===== config.mk =====
export PLATFORM = sky130hd
export DESIGN_NAME = mc_control
export DESIGN_NICKNAME = d
export VERILOG_FILES = /design/src/rtl/mips_ctrl_pkg.sv /design/src/rtl/mc_wait_timer.sv /design/src/rtl/mc_control.sv
export SDC_FILE = /design/constraint.sdc
export NUM_CORES = 1
export LEC_CHECK = 0
export CAP_MARGIN = 20
export CORE_MARGIN = 3
export CORE_UTILIZATION = 50
export CTS_CLUSTER_DIAMETER = 150
export DETAILED_ROUTE_END_ITERATION = 8
export GPL_ROUTABILITY_DRIVEN = 0
export PLACE_DENSITY_LB_ADDON = 0.1
export SYNTH_ARGS = -nofsm -noshare
export SYNTH_HDL_FRONTEND = slang
export SYNTH_SLANG_ARGS = --single-unit

===== constraint.sdc =====
create_clock -name clk -period 2.87 [get_ports clk]
set_clock_uncertainty 0.2 [all_clocks]
set_input_delay 0.4305 -clock clk [delete_from_list [all_inputs] [get_ports clk]]
set_output_delay 0.4305 -clock clk [all_outputs]
set_load 0.005 [all_outputs]

===== src/rtl/mips_ctrl_pkg.sv =====
// Shared encodings for the multicycle MIPS controller and its datapath:
// state codes, opcode/funct values and the ALU/PC select encodings.
package mips_ctrl_pkg;

  typedef enum logic [3:0] {
    S_FETCH  = 4'd0,
    S_DECODE = 4'd1,
    S_MEMADR = 4'd2,
    S_MEMRD  = 4'd3,
    S_MEMWB  = 4'd4,
    S_MEMWR  = 4'd5,
    S_RTEXEC = 4'd6,
    S_RTWB   = 4'd7,
    S_BRANCH = 4'd8,
    S_ADDIEX = 4'd9,
    S_ADDIWB = 4'd10,
    S_JUMP   = 4'd11,
    S_HALT   = 4'd12
  } state_e;

  localparam logic [5:0] OP_RTYPE = 6'h00;
  localparam logic [5:0] OP_J     = 6'h02;
  localparam logic [5:0] OP_BEQ   = 6'h04;
  localparam logic [5:0] OP_ADDI  = 6'h08;
  localparam logic [5:0] OP_LW    = 6'h23;
  localparam logic [5:0] OP_SW    = 6'h2B;

  localparam logic [5:0] FUNCT_BREAK = 6'h0D;

  localparam logic [1:0] ALUB_REG     = 2'd0;
  localparam logic [1:0] ALUB_FOUR    = 2'd1;
  localparam logic [1:0] ALUB_IMM     = 2'd2;
  localparam logic [1:0] ALUB_IMM_SH2 = 2'd3;

  localparam logic [1:0] ALUOP_ADD   = 2'd0;
  localparam logic [1:0] ALUOP_SUB   = 2'd1;
  localparam logic [1:0] ALUOP_FUNCT = 2'd2;

  localparam logic [1:0] PCSRC_ALU    = 2'd0;
  localparam logic [1:0] PCSRC_ALUOUT = 2'd1;
  localparam logic [1:0] PCSRC_JUMP   = 2'd2;

  // One bundle for every datapath enable/select the controller drives.
  typedef struct packed {
    logic       pc_we;
    logic       ir_we;
    logic       reg_we;
    logic       mem_req;
    logic       mem_we;
    logic       iord;
    logic       reg_dst;
    logic       mem_to_reg;
    logic       alu_src_a;
    logic [1:0] alu_src_b;
    logic [1:0] alu_op;
    logic [1:0] pc_src;
  } ctrl_t;

  localparam ctrl_t CTRL_IDLE = '0;

  function automatic logic is_mem_state(input state_e s);
    return (s == S_FETCH) || (s == S_MEMRD) || (s == S_MEMWR);
  endfunction

endpackage


===== src/rtl/mc_wait_timer.sv =====
// Memory wait counter: counts cycles spent waiting on an access and flags
// 'expired' on the last permitted wait cycle.
module mc_wait_timer #(
  parameter int LIMIT = 15
) (
  input  logic clk,
  input  logic rst_n,
  input  logic clear,
  input  logic enable,
  output logic expired
);

  localparam int W = (LIMIT > 1) ? $clog2(LIMIT) : 1;
  localparam logic [W-1:0] LAST = W'(LIMIT - 1);

  logic [W-1:0] cnt_q, cnt_d;

  always_comb begin
    cnt_d = cnt_q;
    if (clear) begin
      cnt_d = '0;
    end else if (enable && (cnt_q != LAST)) begin
      cnt_d = cnt_q + W'(1);
    end
  end

  // NOTE: clocked state uses non-blocking assignments so every register
  // samples the pre-edge values, independent of block ordering.
  always_ff @(posedge clk or negedge rst_n) begin
    if (!rst_n) begin
      cnt_q <= '0;
    end else begin
      cnt_q <= cnt_d;
    end
  end

  assign expired = (cnt_q == LAST);

endmodule


===== src/rtl/mc_control.sv =====
// Multicycle MIPS control FSM: sequences fetch/decode/execute/memory/writeback,
// bounds every memory wait, and retires instructions into instr_cnt.
module mc_control
  import mips_ctrl_pkg::*;
#(
  parameter int MEM_TIMEOUT = 15,
  parameter int CNT_W       = 32
) (
  input  logic             clk,
  input  logic             rst_n,
  input  logic [5:0]       opcode,
  input  logic [5:0]       funct,
  input  logic             zero,
  input  logic             mem_ready,
  output logic             pc_we,
  output logic             ir_we,
  output logic             reg_we,
  output logic             mem_req,
  output logic             mem_we,
  output logic             iord,
  output logic             reg_dst,
  output logic             mem_to_reg,
  output logic             alu_src_a,
  output logic [1:0]       alu_src_b,
  output logic [1:0]       alu_op,
  output logic [1:0]       pc_src,
  output logic             halted,
  output logic             illegal,
  output logic             mem_err,
  output logic [CNT_W-1:0] instr_cnt,
  output logic [3:0]       state
);

  state_e           state_q, state_d;
  logic             run_q;
  logic             illegal_q, illegal_d;
  logic             mem_err_q, mem_err_d;
  logic [CNT_W-1:0] cnt_q, cnt_d;
  ctrl_t            ctrl;

  logic timer_clear;
  logic mem_wait;
  logic mem_timeout;
  logic expired;

  // run_q keeps FETCH quiet while reset is held; the first edge after
  // release starts the fetch.
  assign mem_wait    = run_q && is_mem_state(state_q);
  assign mem_timeout = mem_wait && !mem_ready && expired;
  assign timer_clear = (state_d != state_q);

  mc_wait_timer #(
    .LIMIT (MEM_TIMEOUT)
  ) u_wait_timer (
    .clk     (clk),
    .rst_n   (rst_n),
    .clear   (timer_clear),
    .enable  (mem_wait),
    .expired (expired)
  );

  always_comb begin
    // NOTE: every combinational output gets a default before the case so no
    // path leaves a signal unassigned and infers a latch.
    state_d   = state_q;
    illegal_d = illegal_q;
    mem_err_d = mem_err_q;
    ctrl      = CTRL_IDLE;

    unique case (state_q)
      S_FETCH: begin
        ctrl.mem_req   = run_q;
        ctrl.iord      = 1'b0;
        ctrl.alu_src_b = ALUB_FOUR;
        ctrl.alu_op    = ALUOP_ADD;
        ctrl.pc_src    = PCSRC_ALU;
        if (mem_wait && mem_ready) begin
          ctrl.ir_we = 1'b1;
          ctrl.pc_we = 1'b1;
          state_d    = S_DECODE;
        end
      end
      S_DECODE: begin
        ctrl.alu_src_b = ALUB_IMM_SH2;
        ctrl.alu_op    = ALUOP_ADD;
        case (opcode)
          OP_LW, OP_SW: state_d = S_MEMADR;
          OP_RTYPE:     state_d = (funct == FUNCT_BREAK) ? S_HALT : S_RTEXEC;
          OP_BEQ:       state_d = S_BRANCH;
          OP_ADDI:      state_d = S_ADDIEX;
          OP_J:         state_d = S_JUMP;
          default: begin
            state_d   = S_HALT;
            illegal_d = 1'b1;
          end
        endcase
      end
      S_MEMADR: begin
        ctrl.alu_src_a = 1'b1;
        ctrl.alu_src_b = ALUB_IMM;
        ctrl.alu_op    = ALUOP_ADD;
        state_d        = (opcode == OP_SW) ? S_MEMWR : S_MEMRD;
      end
      S_MEMRD: begin
        ctrl.mem_req = 1'b1;
        ctrl.iord    = 1'b1;
        if (mem_ready) state_d = S_MEMWB;
      end
      S_MEMWR: begin
        ctrl.mem_req = 1'b1;
        ctrl.mem_we  = 1'b1;
        ctrl.iord    = 1'b1;
        if (mem_ready) state_d = S_FETCH;
      end
      S_MEMWB: begin
        ctrl.reg_we     = 1'b1;
        ctrl.mem_to_reg = 1'b1;
        state_d         = S_FETCH;
      end
      S_RTEXEC: begin
        ctrl.alu_src_a = 1'b1;
        ctrl.alu_src_b = ALUB_REG;
        ctrl.alu_op    = ALUOP_FUNCT;
        state_d        = S_RTWB;
      end
      S_RTWB: begin
        ctrl.reg_we  = 1'b1;
        ctrl.reg_dst = 1'b1;
        state_d      = S_FETCH;
      end
      S_BRANCH: begin
        ctrl.alu_src_a = 1'b1;
        ctrl.alu_src_b = ALUB_REG;
        ctrl.alu_op    = ALUOP_SUB;
        ctrl.pc_src    = PCSRC_ALUOUT;
        ctrl.pc_we     = zero;
        state_d        = S_FETCH;
      end
      S_ADDIEX: begin
        ctrl.alu_src_a = 1'b1;
        ctrl.alu_src_b = ALUB_IMM;
        ctrl.alu_op    = ALUOP_ADD;
        state_d        = S_ADDIWB;
      end
      S_ADDIWB: begin
        ctrl.reg_we = 1'b1;
        state_d     = S_FETCH;
      end
      S_JUMP: begin
        ctrl.pc_we  = 1'b1;
        ctrl.pc_src = PCSRC_JUMP;
        state_d     = S_FETCH;
      end
      // HALT and the unused codes are absorbing with everything idle.
      default: state_d = S_HALT;
    endcase

    // A timeout only wins when mem_ready is absent on the expiring cycle.
    if (mem_timeout) begin
      state_d   = S_HALT;
      mem_err_d = 1'b1;
    end
  end

  assign cnt_d = ((state_d == S_FETCH) && (state_q != S_FETCH)) ? cnt_q + CNT_W'(1) : cnt_q;

  always_ff @(posedge clk or negedge rst_n) begin
    if (!rst_n) begin
      state_q   <= S_FETCH;
      run_q     <= 1'b0;
      illegal_q <= 1'b0;
      mem_err_q <= 1'b0;
      cnt_q     <= '0;
    end else begin
      state_q   <= state_d;
      run_q     <= 1'b1;
      illegal_q <= illegal_d;
      mem_err_q <= mem_err_d;
      cnt_q     <= cnt_d;
    end
  end

  assign pc_we      = ctrl.pc_we;
  assign ir_we      = ctrl.ir_we;
  assign reg_we     = ctrl.reg_we;
  assign mem_req    = ctrl.mem_req;
  assign mem_we     = ctrl.mem_we;
  assign iord       = ctrl.iord;
  assign reg_dst    = ctrl.reg_dst;
  assign mem_to_reg = ctrl.mem_to_reg;
  assign alu_src_a  = ctrl.alu_src_a;
  assign alu_src_b  = ctrl.alu_src_b;
  assign alu_op     = ctrl.alu_op;
  assign pc_src     = ctrl.pc_src;

  assign halted    = (state_q == S_HALT);
  assign illegal   = illegal_q;
  assign mem_err   = mem_err_q;
  assign instr_cnt = cnt_q;
  assign state     = state_q;

endmodule


==> key figures, run 1 <==
Logic synthesis
  • Largest family of logic cells by synthesized area: simple AND/OR/NAND/NOR gates
  • Synth top area cells: dfrtp_1 (38%), xnor2_1 (6.1%), xor2_1 (5.2%)
  • Mapped cell area: 0.00286 mm2
  • Distinct cells, synth: 66
  • Ys async rst share: 1.00
  • Synthesis Warnings: 0
  • Sequential cell area fraction in the yosys report: 0.376
  • Ys flop type: dfrtp_1
  • Synth Net Count: 310
  • Synth Instances: 291
  • Area share of fa/ha/maj cells after synthesis: 0.0166
  • Yosys top cell by area: dfrtp_1
  • Avg Cell Area, Syn: 9.83 um2
  • Simple logic cell fraction of the synthesized area: 0.305
  • Compound-Gate Fraction of Synth Area: 0.103
  • Synth Register Bits: 43
  • Number of flops mapped to enable cells by yosys: 0
  • Mux contribution to synthesized area: 0.0109
  • Synth Area in XOR/XNOR: 0.113
  • Top-area cell type share of the netlist area: 0.376

Run status
  • Failing checks: negative setup slack
  • Status: complete, but fails checks

Layout
  • Area growth syn-to-layout: 37.8%
  • Share of cells above drive strength 1: 0.229
  • Layout net count: 406
  • Antenna cell count: 0
  • Most frequent cells in the layout: clkdlybuf4s50_1 (68), dfrtp_1 (40), buf_4 (34), nor2_1 (22)
  • Commonest non-fill, non-tap cell in the layout: clkdlybuf4s50_1

Critical path
  • CP max stage delay: 580 ps
  • Worst EP arrival: 2920 ps
  • Kind of critical path: input pin to flop
  • Worst-path cell chain: clkdlybuf4s50_1 > or3b_4 > o21bai_4 > o2111a_1 > or4b_4 > nor4_2 > xor2_1
  • Max stage delay cell, worst path: or4b_4
  • CP max FO: 8
  • Critical Path RT: 2880 ps
  • Crit path launch type: input pin
  • Delay-heaviest family, CP: simple AND/OR/NAND/NOR gates
  • Critical path buffers and inverters: 1
  • Endpoint class of the critical path: flop

Timing
  • Final setup vio count: 1
  • Setup repair after global routing missed its margin: yes
  • Hold Vio Cnt, Final: 0
  • Fmax: 344 MHz
  • Slew Limit Fails: 0
  • Tcrit/Tclk final: 1.01
  • Fin worst setup slack: -37.2 ps
  • Minimum clock period: 2910 ps
  • Worst-Margin Slew: 778 ps
  • Relative slew slack: 0.477
  • Final setup TNS: -37.2 ps

Pwr
  • Total chip power: 2.91 mW
  • Static leakage: 1.65 nW
  • Pwr dens: 739 mW/mm2
  • Peak supply drop: 0.000576 V

Die
  • Die X: 81.6 um
  • Chip height: 81.6 um
  • Ports: 70
  • Core Rows: 26
  • Initial core utilization: 0.539
  • Total core area: 0.00530 mm2
  • Die area: 0.00666 mm2

Placed design
  • I/O Buffers: 69
  • Post-detailed-placement half-perimeter wirelength: 5.09 mm

GRT
  • Vias in the first global route: 2384
  • First-pass GRT wire length: 11.5 mm
  • Initial antenna violation count: 0
  • Tot GR Track Use: 0.219
  • Largest net degree at the start of global routing: 24
  • Remaining global-route overflow: 0

Clock tree
  • CTS root buffer: clkbuf_8
  • Max H-tree Level: 2
  • CTS tree: yes
  • Worst-skew pair later-pin latency: 300 ps
  • Clock tree buffer depth: 2
  • Num CTS Buffers: 5
  • CTS sink count: 43
  • Clock transition at path regs: 80 ps

Min path
  • Class of the worst hold path: flop to flop

Detailed routing
  • WL/cell: 15.7 um
  • Via density: 5.60
  • Antenna viol nets, final: 0
  • DRC Markers: 0
  • DRT Wirelength: 7.17 mm
  • Initial DRC Count: 186
  • DRT Pass-1 Iters: 4
  • Via count: 2563

Job
  • Max Cap Viol: 0
[stage by stage]
step / utilization / hold WS, ps / cell area [um2] / worst slack (ps) / std cells
after floorplan: - / -65.1 / 2860 / 284 / 291
after global placement: 0.703 / 255 / 3730 / -239 / 445
after detailed placement: 0.703 / 254 / 3730 / -338 / 445
after CTS: 0.724 / 276 / 3840 / 4.34 / 454
after global routing: 0.744 / 299 / 3940 / -112 / 458
final: 0.744 / 285 / 3940 / -37.2 / 458
[cells in the mapped netlist, types with 3 or more instances]
cell and number:
inv_1 6, ha_1 3, nand3_1 20, o21a_1 3, nor4_1 11, clkbuf_1 5
xor2_1 17, nand2_1 20, and3_2 3, nand2b_1 4, dfrtp_1 43, a21oi_1 5
nand4_1 12, o21ai_0 8, nor3b_1 3, and2_1 4, nor2_1 22, and3_1 7
nand4b_1 3, xnor2_1 20, clkbuf_8 8, nor3_1 6, nor4_2 9
[report_power, final]
group / switching, mW / internal (mW)
Clock: 0.212 / 0.170
Combinational: 0.784 / 0.930
Sequential: 0.131 / 0.686
Total: 1.13 / 1.79
[final timing paths]
| kind | start | endpoint | slack (ps) | cells after the start |
|---|---|---|---|---|
| min in group asynchronous | rst_n | state[3] | 460 | 2 |
| worst max-delay path | opcode[2] | instr_cnt[31] | -40 | 7 |
| worst min-delay path | mem_err | mem_err | 280 | 1 |
| worst max register to register | state[1] | instr_cnt[31] | 130 | 7 |
| max in group asynchronous | rst_n | u_wait_timer.cnt_q[3] | 1410 | 3 |
| worst min register to register | mem_err | mem_err | 280 | 1 |
[area by class of cell]
class                      instances  area, um2
inverter                           6       22.5
tap                               70       87.6
multi-input combinational        225       1680
sequential                        43       1080
clock inverter                     2       12.5
timing repair buffer             106        991
clock buffer                       6       72.6
fill                             395       1360
[worst register-to-register path, delay by kind of cell (launching register included)]
kind / cells / cell delay, ps
buffers and inverters: 1 / 170
AND/OR/NAND/NOR: 3 / 1150
XOR/XNOR: 1 / 210
AO/OA/AOI/OAI: 2 / 470
flip-flops: 1 / 470
[repair_timing]
action | CTS | global route
gates resized for setup | 3 | 13
setup buffers | 0 | 3
hold buffers | 1 | 0
endpoints found under the setup margin | 7 | 23
cloned | 0 | 1
hold endpoints to repair | 21 | 0
pin swaps | 0 | 1
[cells by family after synthesis]
family | after synthesis
xor+xnor | 37
other cells | 1
buf+inv | 24
compound gates | 38
mux | 3
flops | 43
simple gates | 141
fa+ha+maj | 4
[flip-flops by register name, indices dropped and copies added, names as in the netlist]
register,cells
instr_cnt,32
state,4
u_wait_timer.cnt_q,4
illegal,1
mem_err,1
run_q,1
[routing by layer]
metal / vias up / track usage / part of all wire / wire (um)
li1: 1253 / - / - / -
met1: 1227 / 0.313 / 0.46 / 3300
met2: 81 / 0.350 / 0.48 / 3450
met3: 2 / 0.0406 / 0.057 / 408
met4: 0 / 0.0432 / 0.0025 / 18
met5: - / 0 / 0 / 0
(Power assumes the default switching activity.)
==> run 2, diff against run 1 <==
- CAP_MARGIN: 20 -> default
- GPL_TIMING_DRIVEN: default -> 0
==> run 2 against run 1 <==
- the flow now finishes without violations
- design area grew 0.38%
- wire length rose by 1.8%
- clock power is 13% higher
- sequential power fell by 6.1%
- non-clock buffer count down 11
- count of clock-buffer cells in the layout up 1
- register-to-register slack worse by 30 ps
- first-iteration DRC count is 2.2% lower
- largest cell class unchanged
- highest routed layer unchanged
- total power fell by 3.0%
==> key figures, run 2 (synthesis gave the netlist of run 1 again) <==
Critical path
  • Endpoint class of the critical path: flop
  • Critical Path RT: 2890 ps
  • Delay-heaviest family, CP: simple AND/OR/NAND/NOR gates
  • Max stage delay cell, worst path: or4b_4
  • Critical path buffers and inverters: 3
  • Crit path launch type: input pin
  • CP max stage delay: 530 ps
  • Kind of critical path: input pin to flop
  • Worst EP arrival: 2820 ps
  • CP max FO: 10
  • Worst-path cell chain: clkdlybuf4s50_1 > nand4b_1 > o311a_4 > o21a_1 > or4b_4 > buf_6 > buf_12 > nor4_4 > xor2_1

Clock tree
  • Clock transition at path regs: 80 ps
  • CTS root buffer: clkbuf_8
  • CTS sink count: 43
  • Num CTS Buffers: 5
  • Max H-tree Level: 2
  • Worst-skew pair later-pin latency: 300 ps
  • CTS tree: yes
  • Clock tree buffer depth: 2

Detailed routing
  • Via count: 2567
  • DRC Markers: 0
  • Antenna viol nets, final: 0
  • DRT Pass-1 Iters: 4
  • Initial DRC Count: 182
  • DRT Wirelength: 7.30 mm
  • Via density: 5.76
  • WL/cell: 16.4 um

Layout
  • Fillers: 385
  • Max reg flops: 32
  • Final core area utilization: 0.746
  • Share of cells above drive strength 1: 0.205
  • Final Non-Filler Cells: 446
  • Layout net count: 394
  • Commonest non-fill, non-tap cell in the layout: clkdlybuf4s50_1
  • Area growth syn-to-layout: 38.4%
  • Antenna cell count: 0
  • Most frequent cells in the layout: clkdlybuf4s50_1 (61), dfrtp_1 (41), nand2_1 (20), xnor2_1 (20), nand3_1 (20)

Timing
  • Hold Vio Cnt, Final: 0
  • Minimum clock period: 2800 ps
  • Fin worst setup slack: 70.7 ps
  • Worst-Margin Slew: 767 ps
  • Final setup vio count: 0
  • WHS: 269 ps
  • Slew Limit Fails: 0
  • Setup repair after global routing missed its margin: yes
  • Relative slew slack: 0.485
  • Fmax: 357 MHz
  • Tcrit/Tclk final: 0.975

Die
  • Ports: 70
  • Total core area: 0.00530 mm2
  • Die X: 81.6 um
  • Initial core utilization: 0.539
  • Chip height: 81.6 um
  • Core Rows: 26
  • Die area: 0.00666 mm2

GRT
  • First-pass GRT wire length: 12.2 mm
  • Largest net degree at the start of global routing: 35
  • Initial antenna violation count: 0
  • Vias in the first global route: 2499
  • Tot GR Track Use: 0.235
  • Remaining global-route overflow: 0

Pwr
  • Pwr dens: 714 mW/mm2
  • Peak supply drop: 0.000597 V
  • Static leakage: 1.67 nW
  • Total chip power: 2.83 mW

Run status
  • Status: complete, no violations

Min path
  • Class of the worst hold path: flop to flop

Placed design
  • Placed cells: 431
  • I/O Buffers: 69
  • Pre-CTS setup slack: -764 ps
  • Post-detailed-placement half-perimeter wirelength: 5.23 mm

Job
  • Max Cap Viol: 0
run 2: cell count changes in the layout (fill, tap and decap cells not counted), moves of 2 or more:
cell	change
buf_4	-27
nor4_2	-11
clkbuf_8	+10
clkdlybuf4s50_1	-7
nor4_1	+6
nor4_4	+5
dlygate4sd2_1	+4
clkbuf_2	+3
dlymetal6s2s_1	+3
nor2_1	-3
nor2_2	+3
clkbuf_4	+2
o21ai_0	-2
run 2: final cells by class:
class                      count  area (um2)  share of cell area
multi-input combinational    224        1700               0.430
sequential                    43        1080               0.273
timing repair buffer          77         763               0.193
buffer                        18         199              0.0503
clock buffer                   7        96.3              0.0243
tap                           70        87.6              0.0221
inverter                       6        22.5             0.00569
clock inverter                 1        7.51             0.00190
run 2: power breakdown:
part / total, mW / switching [mW] / internal [mW]
clock: 0.433 / 0.214 / 0.219
combinational: 1.63 / 0.829 / 0.798
sequential: 0.767 / 0.0818 / 0.685
total: 2.83 / 1.12 / 1.70
run 2: stage by stage:
step           TNS [ps]  area, um2
2_1_floorplan         0       2860
3_3_place_gp     -18220       3640
3_5_place_dp     -20260       3650
4_1_cts               0       3850
5_1_grt           -75.0       3960
6_report              0       3960
run 2: path summary, 6_finish.rpt:
kind / start / to / slack [ps] / depth (start not counted)
max: funct[0] / instr_cnt[27] / 70 / 9
min: instr_cnt[31] / instr_cnt[31] / 270 / 1
max reg2reg: state[1] / instr_cnt[27] / 100 / 9
min reg2reg: instr_cnt[31] / instr_cnt[31] / 270 / 1
max in group asynchronous: rst_n / state[1] / 1690 / 3
min in group asynchronous: rst_n / illegal / 320 / 2
run 2: routing by layer:
metal  vias to the layer above  global-route usage  part of all wire
li1                       1221                   -                 -
met1                      1262               0.328              0.46
met2                        75               0.380              0.48
met3                         9              0.0351             0.053
met4                         0              0.0648             0.012
met5                         -                   0                 0
run 2: what timing repair did:
action / in CTS / in global routing
hold buffers: 1 / 0
hold endpoints to repair: 9 / 0
pin swaps: 2 / 3
endpoints found under the setup margin: 40 / 35
resized for setup: 22 / 19
buffers inserted: 2 / 4
